File: src/rtl/kamikaze_ahb_pkg.sv
// kamikaze_ahb_pkg: shared AHB-Lite encodings for the kamikaze arbiter
package kamikaze_ahb_pkg;
  localparam logic [1:0] HTRANS_IDLE   = 2'b00;
  localparam logic [1:0] HTRANS_BUSY   = 2'b01;
  localparam logic [1:0] HTRANS_NONSEQ = 2'b10;
  localparam logic [1:0] HTRANS_SEQ    = 2'b11;
  localparam logic [2:0] HSIZE_WORD    = 3'b010;
  typedef enum logic [1:0] {
    OWN_NONE = 2'd0,
    OWN_M0   = 2'd1,
    OWN_M1   = 2'd2
  } owner_e;
endpackage

File: src/rtl/kamikaze_ahb_arb_grant.sv
// kamikaze_ahb_arb_grant: M1-priority grant with a saturating counter that forces M0 in
// after STARVE_LIMIT consecutive accepted M1 wins.
module kamikaze_ahb_arb_grant #(
  parameter int STARVE_LIMIT = 4,
  parameter int CNT_W        = 3
) (
  input  logic clk_i,
  input  logic rst_i,
  input  logic req0,
  input  logic req1,
  input  logic s_HREADY,
  output logic gnt0,
  output logic gnt1
);
  logic [CNT_W-1:0] starve_q, starve_d;
  always_comb begin
    gnt0     = req0 & (!req1 | (starve_q == CNT_W'(STARVE_LIMIT)));
    gnt1     = req1 & !gnt0;
    starve_d = !s_HREADY ? starve_q :
               (!req0 | gnt0) ? '0 :
               (gnt1 && starve_q != '1) ? starve_q + 1'b1 : starve_q;
  end
  always_ff @(posedge clk_i or negedge rst_i)
    if (!rst_i) starve_q <= '0;
    else        starve_q <= starve_d;
endmodule

File: src/rtl/kamikaze_ahb_arbiter.sv
// kamikaze_ahb_arbiter: two-master AHB-Lite arbiter (M0 fetch, M1 load/store) onto one
// slave port, with address-phase grant muxing and data-phase routing by owner.
module kamikaze_ahb_arbiter
  import kamikaze_ahb_pkg::*;
#(
  parameter int STARVE_LIMIT = 4,
  parameter int CNT_W        = 3
) (
  input  logic        clk_i,
  input  logic        rst_i,
  input  logic [31:0] m0_HADDR,
  input  logic [1:0]  m0_HTRANS,
  input  logic        m0_HWRITE,
  input  logic [2:0]  m0_HSIZE,
  input  logic [3:0]  m0_HPROT,
  input  logic [31:0] m0_HWDATA,
  output logic [31:0] m0_HRDATA,
  output logic        m0_HREADY,
  output logic        m0_HRESP,
  input  logic [31:0] m1_HADDR,
  input  logic [1:0]  m1_HTRANS,
  input  logic        m1_HWRITE,
  input  logic [2:0]  m1_HSIZE,
  input  logic [3:0]  m1_HPROT,
  input  logic [31:0] m1_HWDATA,
  output logic [31:0] m1_HRDATA,
  output logic        m1_HREADY,
  output logic        m1_HRESP,
  output logic [31:0] s_HADDR,
  output logic [1:0]  s_HTRANS,
  output logic        s_HWRITE,
  output logic [2:0]  s_HSIZE,
  output logic [3:0]  s_HPROT,
  output logic [2:0]  s_HBURST,
  output logic        s_HMASTLOCK,
  output logic [31:0] s_HWDATA,
  input  logic [31:0] s_HRDATA,
  input  logic        s_HREADY,
  input  logic        s_HRESP
);
  logic   req0, req1, gnt0, gnt1;
  owner_e owner_q, owner_d;
  // Requests are masked in reset so no grant, and hence no slave transfer, can leak out.
  assign req0 = rst_i & m0_HTRANS[1];
  assign req1 = rst_i & m1_HTRANS[1];
  kamikaze_ahb_arb_grant #(.STARVE_LIMIT(STARVE_LIMIT), .CNT_W(CNT_W)) u_grant (
    .clk_i    (clk_i),
    .rst_i    (rst_i),
    .req0     (req0),
    .req1     (req1),
    .s_HREADY (s_HREADY),
    .gnt0     (gnt0),
    .gnt1     (gnt1)
  );
  always_comb begin
    owner_d     = !s_HREADY ? owner_q : gnt0 ? OWN_M0 : gnt1 ? OWN_M1 : OWN_NONE;
    s_HADDR     = gnt1 ? m1_HADDR  : m0_HADDR;
    s_HTRANS    = gnt0 ? m0_HTRANS : gnt1 ? m1_HTRANS : HTRANS_IDLE;
    s_HWRITE    = gnt0 ? m0_HWRITE : gnt1 & m1_HWRITE;
    s_HSIZE     = gnt1 ? m1_HSIZE  : m0_HSIZE;
    s_HPROT     = gnt1 ? m1_HPROT  : m0_HPROT;
    s_HBURST    = 3'b000;
    s_HMASTLOCK = 1'b0;
    s_HWDATA    = owner_q == OWN_M0 ? m0_HWDATA : owner_q == OWN_M1 ? m1_HWDATA : '0;
    m0_HRDATA   = s_HRDATA;
    m1_HRDATA   = s_HRDATA;
    m0_HRESP    = (owner_q == OWN_M0) & s_HRESP;
    m1_HRESP    = (owner_q == OWN_M1) & s_HRESP;
    m0_HREADY   = !rst_i | (s_HREADY & (!req0 | gnt0));
    m1_HREADY   = !rst_i | (s_HREADY & (!req1 | gnt1));
  end
  always_ff @(posedge clk_i or negedge rst_i)
    if (!rst_i) owner_q <= OWN_NONE;
    else        owner_q <= owner_d;
endmodule

File: config.mk
export PLATFORM = sky130hd
export DESIGN_NAME = kamikaze_ahb_arbiter
export DESIGN_NICKNAME = d
export VERILOG_FILES = /design/src/rtl/kamikaze_ahb_pkg.sv /design/src/rtl/kamikaze_ahb_arb_grant.sv /design/src/rtl/kamikaze_ahb_arbiter.sv
export SDC_FILE = /design/constraint.sdc
export NUM_CORES = 1
export LEC_CHECK = 0
export BUFFER_PORTS_ARGS = -buffer_cell sky130_fd_sc_hd__buf_2
export CAP_MARGIN = 40
export CORE_AREA = 3 3 127 129
export CTS_CLUSTER_DIAMETER = 60
export DETAILED_ROUTE_END_ITERATION = 8
export DIE_AREA = 0 0 130 132
export SYNTH_ARGS = -nofsm -noshare
export SYNTH_HDL_FRONTEND = slang
export SYNTH_HIERARCHICAL = 1
export SYNTH_SLANG_ARGS = --single-unit
export TNS_END_PERCENT = 100
File: constraint.sdc
create_clock -name clk_i -period 2.43 [get_ports clk_i]
set_clock_uncertainty 0.2 [all_clocks]
set_input_delay 0.1215 -clock clk_i [delete_from_list [all_inputs] [get_ports clk_i]]
set_output_delay 0.1215 -clock clk_i [all_outputs]
set_load 0.02 [all_outputs]
==> results.tsv, run 1 <==
metric	value	unit
status	finished, final reports clean	
fp.dieW	130	um
ys_top_cells_by_count	buf_4 (71), a22o_1 (34), mux2_2 (32), buf_6 (9), mux2_1 (9)	
clkPwrFrac	0.262	
r2r_slack	0.65	ns
postLayoutCellArea	2800	um^2
instances_no_fill	554	
multiInputGateArea	1030	um^2
grt_max_degree	34	
synth_edf_count	0	
finalHoldViolCount	0	
path_max_fanout	11	
fin_crit	2.34	ns
cts_sinks	5	
internal-power	0.613	mW
post-dp-hpwl	7230	um
yosysTopAreaCell	buf_4	
dieArea	17200	um^2
initial_core_util	0.117	
hold_ws	0.0214	ns
via_per_inst	3.77	
fin_nets	554	
power.leakage	1.54	nW
crit_path_start_kind	flip-flop	
clk_pin_slew_worst_paths	0.03	ns
hold_class	input port to flip-flop	
powerDensity	364	nW/um^2
num_rows	45	
cap_viol_max_count	0	
max-vdd-ir-drop	0.000481	V
synth_area	1770	um^2
ys_types	22	
required	2.11	ns
ff2ff_path_depth	7	
port-buffer-count	229	
grt_antenna_before_repair	0	
die_y	132	um
postSynthCellCount	200	
synth-seq-cells	5	
antenna_cells	0	
grt_first_pass_wirelength	11500	um
p_comb_frac	0.638	
vias	2090	
routabilityCongestion	0.853	
switching_share	0.398	
ys_top_cells_by_area	buf_4 (30%), mux2_2 (20%), a22o_1 (17%), dfrtp_1 (7.1%), buf_6 (5.7%)	
post-route-drc-count	0	
seq_power_share	0.100	
synthMostInstantiatedCell	buf_4	
yosysSeqAreaShare	0.0707	
insertion_delay	0.22	ns
setup.worst_path.end_class	output pin	
fillers	1690	
yosys_warnings	6	
fin_crit_sh	0.962	
setup_viol	0	
drt_pass1_iterations	4	
grt_pass1_vias	2134	
area_growth	58.2	%
cts.root.buffer_cell	clkbuf_16	
wl	8670	um
timing_worst_setup_path_type	flip-flop to output pin	
core_area	15100	um^2
avgSynthCellArea	8.85	um^2
grt_usage	0.0874	
finalMaxSlewViolations	0	
p_switching	0.405	mW
drive_gt1_frac	0.768	
placedCellCount	542	
ios	330	
cts-buffers-inserted	3	
holdPathStages	2	
rsz0062_at_grt	true	
synth_ff_type	dfrtp_1	
ff_latch_area	125	um^2
synthArstFlopShare	1.00	
overflow	0	
clockBufferDepth	2	
utilization	0.185	
cts_max_level	1	
cts_tree	done	
max_freq	428	MHz
post_drt_wl_per_cell	15.6	um
synthDominantCellAreaShare	0.301	
drt-initial-drc-count	58	
cp_data_arrival_time	2.02	ns
placed_cell_area	2570	um^2
antenna_left	0	
==> power by group through the flow <==
stage               sequential [mW]  combinational (mW)  clock, mW
CTS                           0.102               0.649      0.270
detailed placement            0.107               0.608          0
global placement              0.106               0.602          0
finish                        0.102               0.649      0.267
floorplan                     0.104               0.508          0
global route                  0.103               0.700      0.276
==> state kept, by name, summed over array words and instances, names as in the netlist <==
name              count
u_grant/starve_q      3
owner_q               2
==> final cells by class <==
type / instances / area share
clock buffers: 4 / 0.0281
multi-input cells: 113 / 0.368
inverters: 3 / 0.00402
flip-flops and latches: 5 / 0.0447
repair buffers: 241 / 0.471
well taps: 188 / 0.0840
==> final timing paths <==
path                                     start                   to
setup / recovery           u_grant/starve_q[1]          s_HADDR[10]
hold reg to reg                     owner_q[0]           owner_q[0]
max in group asynchronous                rst_i           owner_q[0]
min in group asynchronous                rst_i  u_grant/starve_q[1]
hold / removal                        s_HREADY  u_grant/starve_q[0]
setup reg to reg           u_grant/starve_q[1]           owner_q[1]
==> cell families after synthesis <==
logic type	after synthesis	share of synthesized area
flip-flops	5	0.0707
other	1	0.00212
AND/OR/NAND/NOR	23	0.0784
adder cells (fa/ha/maj)	3	0.0212
buffers and inverters	85	0.370
AO/OA/AOI/OAI	42	0.196
multiplexers	41	0.261
==> layer usage <==
metal	global-route usage	vias up	share of wire
met2	0.180	188	0.55
li1	-	976	-
met1	0.0819	915	0.34
met4	0.0127	0	0.0088
met3	0.0300	11	0.11
met5	0	-	0
==> placed cells by master (no fill, tap or decap) <==
cell type,instances
buf_6,1
o21ai_0,3
nand3_1,2
inv_1,3
conb_1,4
clkbuf_16,4
and2_1,5
dfrtp_1,5
nand3_2,1
ha_1,3
nor3b_1,1
nand2_1,2
buf_4,7
nand2b_1,1
dlygate4sd3_1,1
a21boi_4,1
buf_12,1
o211ai_1,2
nor2b_1,5
buf_16,1
mux2_2,31
clkbuf_1,1
nand2_2,1
mux2_1,9
nor2b_4,1
nor2b_2,2
buf_2,228
mux2_4,1
a22o_1,34
bufbuf_16,1
a31oi_1,2
nand4_1,2
==> stage by stage <==
step	worst slack, ns	power [mW]	setup TNS, ns
CTS	0.0429	1.02	0
detailed placement	0.216	0.715	0
finish	0.0926	1.02	0
global route	-0.00632	1.08	-0.0133
global placement	0.245	0.709	0
floorplan	0.253	0.613	0
==> what timing repair did <==
| item | in CTS | in global routing |
|---|---|---|
| gates resized for setup | 3 | 4 |
| endpoints found under the setup margin | 3 | 31 |
| setup buffers | 3 | 1 |
| cloned | 2 | 1 |
| hold endpoints to repair | 5 | 0 |
| hold buffers | 1 | 0 |
==> critical path, stage by stage, from the launching register on <==
cell and delay [ns]:
dfrtp_1 0.36, inv_1 0.06, ha_1 0.20, nand2_2 0.11, a21boi_4 0.08, nor2b_4 0.17, buf_4 0.14, buf_12 0.13
mux2_2 0.37, buf_2 0.17
Note: power is estimated with default switching activity, not from simulation.
==> run 2: changes to the inputs <==
==> constraint.sdc (replaced) <==
create_clock -name clk_i -period 2.43 [get_ports clk_i]
set_clock_uncertainty 0.2 [all_clocks]
set_input_delay 0.243 -clock clk_i [delete_from_list [all_inputs] [get_ports clk_i]]
set_output_delay 0.243 -clock clk_i [all_outputs]
set_load 0.02 [all_outputs]
==> run 2 against run 1 <==
Fmax shrank 2.8%; sequential share of layout area grew 0.20 points; via count shrank 1.4%; global-route usage shrank 0.34 points; clock-buffer cell count is the same; utilization shrank 0.78 points; worst hold slack gained 0.11 ns.
==> results.tsv, run 2 (synthesized netlist as in run 1, its figures left out) <==
metric	value	unit	change
status	finished, final reports clean		
insertion_delay	0.23	ns	about the same
max-vdd-ir-drop	0.000262	V	-46%
p_comb_frac	0.613		-0.025
hold_class	input port to flip-flop		
routabilityCongestion	0.796		-6.7%
fin_crit	2.40	ns	+0.0675 ns
dieArea	17200	um^2	unchanged
ff2ff_path_depth	7		unchanged
setup_tns	0	ns	unchanged
drive_gt1_frac	0.764		-0.00387
mostFrequentLayoutCells	buf_2 (229), a22o_1 (34), mux2_2 (30)		
grt_first_pass_wirelength	11000	um	-3.7%
largestRegisters	u_grant/starve_q: 3 flops, owner_q: 2 flops		
cp_data_arrival_time	1.96	ns	-0.06 ns
setup.worst_path.end_class	output pin		
ios	330		unchanged
largest_reg_flops	3		unchanged
clk_pin_slew_worst_paths	0.03	ns	about the same
fin_crit_sh	0.990		+0.0278
highest_layer	met4		
wl_met2	4330	um	-8.4%
post-dp-hpwl	7250	um	+0.28%
holdPathStages	2		unchanged
via_per_inst	3.76		-0.36%
grt_usage	0.0840		-0.00339
finalMaxSlewViolations	0		unchanged
cts_sinks	5		unchanged
seq_power_share	0.108		+0.008
antenna_left	0		unchanged
final_common_cell	buf_2		
cts_max_level	1		unchanged
power.leakage	1.48	nW	-3.7%
core_area	15100	um^2	unchanged
antenna_cells	0		unchanged
rr_startpoint	u_grant/starve_q[1]		
post_drt_wl_per_cell	14.7	um	-6.0%
timing_worst_setup_path_type	flip-flop to output pin		
overflow	0		unchanged
internal-power	0.585	mW	-4.7%
port-buffer-count	229		unchanged
powerDensity	366	nW/um^2	+0.75%
wl	8060	um	-7.0%
finalHoldViolCount	0		unchanged
whs_endpoint	u_grant/starve_q[0]		
area_growth	51.6	%	
dr_wl_met3	969	um	+2.3%
rsz0062_at_grt	true		
num_rows	45		unchanged
fp.dieW	130	um	unchanged
path_max_fanout	41		+30
grt_antenna_before_repair	0		unchanged
required	1.99	ns	-0.12 ns
hp-start	s_HREADY		
timing.rr.end	owner_q[1]		
switching_share	0.405		+0.00729
clockBufferDepth	2		unchanged
crit_path_start_kind	flip-flop		
clkPwrFrac	0.279		+0.017
grt_pass1_vias	2104		-1.4%
drt-initial-drc-count	51		-12%
fin_nets	548		-1.1%
drt-met1-wl	2660	um	-8.8%
initial_core_util	0.117		unchanged
post-route-drc-count	0		unchanged
vias	2060		-1.4%
drt_pass1_iterations	4		unchanged
dp_slack	0.209	ns	-0.00757 ns
die_y	132	um	unchanged
cts.root.buffer_cell	clkbuf_16		
fillers	1710		+1.2%
setup_viol	0		unchanged
setup_slack	0.0251	ns	-0.0675 ns
cts-buffers-inserted	3		unchanged
p_switching	0.398	mW	-1.7%
fin_total_pwr	0.983	mW	-3.5%
r2r_slack	0.66	ns	about the same
grt_max_degree	42		+24%
cap_viol_max_count	0		unchanged
cts_tree	done		
top_register	u_grant/starve_q		
utilization	0.177		-0.00776
max_freq	416	MHz	-2.8%
[run 2: worst max-delay path: stages (launching register included)]
cell      delay (ns)
dfrtp_1         0.38
inv_1           0.06
ha_1            0.21
nand2_2         0.07
a21boi_2        0.07
nor2b_4         0.14
buf_12          0.23
mux2_2          0.39
buf_2           0.16
[run 2: worst max-delay path by stage]
stage,slack [ns],start,cells past startpoint,end
2_1_floorplan,0.13,u_grant/starve_q[0],9,s_HTRANS[0]
3_3_place_gp,0.22,u_grant/starve_q[0],8,s_HADDR[13]
3_5_place_dp,0.21,u_grant/starve_q[0],8,s_HADDR[13]
4_1_cts,-0.001,u_grant/starve_q[0],8,s_HADDR[10]
5_1_grt,-0.04,u_grant/starve_q[0],8,s_HADDR[10]
6_report,0.03,u_grant/starve_q[0],8,s_HADDR[10]
[run 2: through the flow]
step	hold slack [ns]	area (um^2)	std cells
3_5_place_dp	-0.110	2580	543
5_1_grt	0.151	2680	548
3_3_place_gp	-0.111	2580	543
6_report	0.135	2680	548
2_1_floorplan	-0.253	1780	203
4_1_cts	0.136	2680	548
[run 2: area by class of cell]
cell class | count | area [um^2] | share of cell area
Clock buffer | 4 | 78.8 | 0.0294
Inverter | 3 | 11.3 | 0.00420
Multi-Input combinational cell | 113 | 1030 | 0.383
Sequential cell | 5 | 125 | 0.0466
Tap cell | 188 | 235 | 0.0876
Timing Repair Buffer | 235 | 1210 | 0.449
[run 2: power groups by stage]
stage	Clock (mW)	Combinational, mW	Sequential (mW)
after global routing	0.287	0.655	0.107
after global placement	0	0.603	0.106
final	0.274	0.603	0.106
after CTS	0.278	0.613	0.106
after detailed placement	0	0.607	0.107
after floorplan	0	0.508	0.104
[run 2: metal layers]
| metal | GRT usage | vias up |
|---|---|---|
| li1 | - | 961 |
| met1 | 0.0807 | 894 |
| met2 | 0.168 | 193 |
| met3 | 0.0284 | 12 |
| met4 | 0.0191 | 0 |
| met5 | 0 | - |
[run 2: repair_timing]
action / CTS / global route
pin swaps: 0 / 0
resized for setup: 3 / 1
setup buffers: 0 / 0
hold buffers: 1 / 0
endpoints found under the hold margin: 5 / 0
endpoints found under the setup margin: 5 / 40
==> run 3: changes to the inputs <==
--- a/config.mk
+++ b/config.mk
@@ -11,6 +11,8 @@
 export CTS_CLUSTER_DIAMETER = 60
 export DETAILED_ROUTE_END_ITERATION = 8
 export DIE_AREA = 0 0 130 132
+export PLACE_DENSITY = 0.42
+export SLEW_MARGIN = 20
 export SYNTH_ARGS = -nofsm -noshare
 export SYNTH_HDL_FRONTEND = slang
 export SYNTH_HIERARCHICAL = 1
==> run 3 against run 2 <==
Clock power is essentially flat; register-to-register slack lost 0.04 ns; via count grew 0.24%; global-route usage shrank 0.68 points; fmax grew 0.83%; first-iteration DRC count shrank 31%; cell area grew 4.8%; critical endpoint is now s_HADDR[26]; largest cell class unchanged; highest routed layer unchanged.
==> results.tsv, run 3 (synthesized netlist as in run 1, its figures left out) <==
metric	value	unit	change
status	finished, final reports clean		
cp_data_arrival_time	1.94	ns	-0.02 ns
insertion_delay	0.23	ns	about the same
routabilityCongestion	0.733		-7.9%
largestRegisters	u_grant/starve_q: 3 flops, owner_q: 2 flops		
fillers	1706		-0.23%
cts_tree	done		
whs_endpoint	u_grant/starve_q[0]		
max_freq	419	MHz	+0.83%
setup.worst_path.end_class	output pin		
num_rows	45		unchanged
rr_startpoint	u_grant/starve_q[1]		
setup_slack	0.0450	ns	+0.0199 ns
finalHoldViolCount	0		unchanged
fin_nets	553		+0.91%
required	1.99	ns	about the same
cap_viol_max_count	0		unchanged
hold_class	input port to flip-flop		
top_register	u_grant/starve_q		
die_y	132	um	unchanged
area_growth	58.9	%	
path_max_fanout	11		-73%
clk_pin_slew_worst_paths	0.03	ns	about the same
grt_antenna_before_repair	0		unchanged
power.leakage	1.54	nW	+4.0%
cts-buffers-inserted	3		unchanged
drt-initial-drc-count	35		-31%
vias	2065		+0.24%
crit_path_start_kind	flip-flop		
drt_pass1_iterations	4		unchanged
antenna_left	0		unchanged
utilization	0.186		+0.00851
antenna_cells	0		unchanged
timing_worst_setup_path_type	flip-flop to output pin		
final_common_cell	buf_2		
hp-start	s_HREADY		
grt_max_degree	34		-19%
powerDensity	366	nW/um^2	about the same
clockBufferDepth	2		unchanged
dp_slack	0.172	ns	-0.0370 ns
finalMaxSlewViolations	0		unchanged
ios	330		unchanged
fin_crit	2.39	ns	-0.0199 ns
initial_core_util	0.117		unchanged
cts.root.buffer_cell	clkbuf_16		
fp.dieW	130	um	unchanged
cts_sinks	5		unchanged
post_drt_wl_per_cell	13.9	um	-5.3%
overflow	0		unchanged
grt_pass1_vias	2083		-1.0%
r2r_slack	0.62	ns	-0.04 ns
max-vdd-ir-drop	0.000179	V	-32%
wl	7700	um	-4.4%
ff2ff_path_depth	8		+1
dieArea	17200	um^2	unchanged
cts_max_level	1		unchanged
drive_gt1_frac	0.781		+0.0169
core_area	15100	um^2	unchanged
grt_usage	0.0772		-0.00684
holdPathStages	2		unchanged
grt_first_pass_wirelength	10600	um	-3.6%
largest_reg_flops	3		unchanged
port-buffer-count	229		unchanged
via_per_inst	3.73		-0.66%
post-dp-hpwl	6520	um	-10%
timing.rr.end	owner_q[1]		
mostFrequentLayoutCells	buf_2 (229), a22o_1 (34), mux2_2 (29)		
setup_viol	0		unchanged
fin_crit_sh	0.981		-0.00819
post-route-drc-count	0		unchanged
==> run 3: changes by cell type in the layout (fill, tap and decap cells not counted), sizes merged <==
cell and change:
clkbuf +2, buf +3
==> run 3: critical path, stage by stage, from the launching register on <==
cell	delay (ns)
dfrtp_1	0.40
inv_2	0.09
ha_4	0.14
nand2_2	0.07
a21boi_4	0.17
nor2b_4	0.06
buf_12	0.14
clkbuf_16	0.17
mux2_4	0.31
buf_2	0.16
==> run 3: worst max-delay path by stage <==
stage             endpoint  slack [ns]                start  depth (start not counted)
6_report       s_HADDR[26]        0.04  u_grant/starve_q[1]                          9
2_1_floorplan  s_HTRANS[0]        0.13  u_grant/starve_q[0]                          9
4_1_cts         s_HADDR[8]      -0.006  u_grant/starve_q[0]                          8
3_5_place_dp   s_HTRANS[0]        0.17  u_grant/starve_q[0]                          9
3_3_place_gp    s_HADDR[2]        0.23  u_grant/starve_q[0]                          8
5_1_grt        s_HADDR[24]       -0.01  u_grant/starve_q[1]                          9
==> run 3: layout make-up <==
cell class | instances | area [um^2] | area share
multi-input combinational | 113 | 1060 | 0.376
tap | 188 | 235 | 0.0836
sequential | 5 | 125 | 0.0445
inverter | 3 | 11.3 | 0.00400
timing repair buffer | 240 | 1300 | 0.464
clock buffer | 4 | 78.8 | 0.0280
==> run 3: power breakdown <==
| part | total [mW] | internal, mW | switching (mW) |
|---|---|---|---|
| sequential | 0.106 | 0.0953 | 0.0105 |
| combinational | 0.653 | 0.310 | 0.343 |
| clock | 0.271 | 0.217 | 0.0538 |
==> run 3: what timing repair did <==
item / 4_1_cts / 5_1_grt
gates resized for setup: 10 / 5
endpoints found under the setup margin: 30 / 43
setup buffers: 0 / 2
hold endpoints to repair: 5 / 0
hold buffers: 1 / 0
pin swaps: 0 / 1
cloned: 0 / 2
==> run 3: layer usage <==
metal / vias up / part of all wire / track usage / routed length, um
met5: - / 0 / 0 / 0
met3: 9 / 0.14 / 0.0353 / 1110
met2: 193 / 0.47 / 0.132 / 3640
li1: 974 / - / - / -
met1: 889 / 0.37 / 0.0868 / 2880
met4: 0 / 0.0099 / 0.0191 / 76
==> run 3: stage by stage <==
step	power (mW)	TNS (ns)	area, um^2	instances	hold slack (ns)
floorplan	0.613	0	1780	203	-0.253
global placement	0.704	0	2600	544	-0.108
detailed placement	0.709	0	2600	544	-0.102
CTS	0.996	-0.0112	2720	549	0.151
global route	1.10	-0.0648	2810	553	0.186
finish	1.03	0	2810	553	0.147
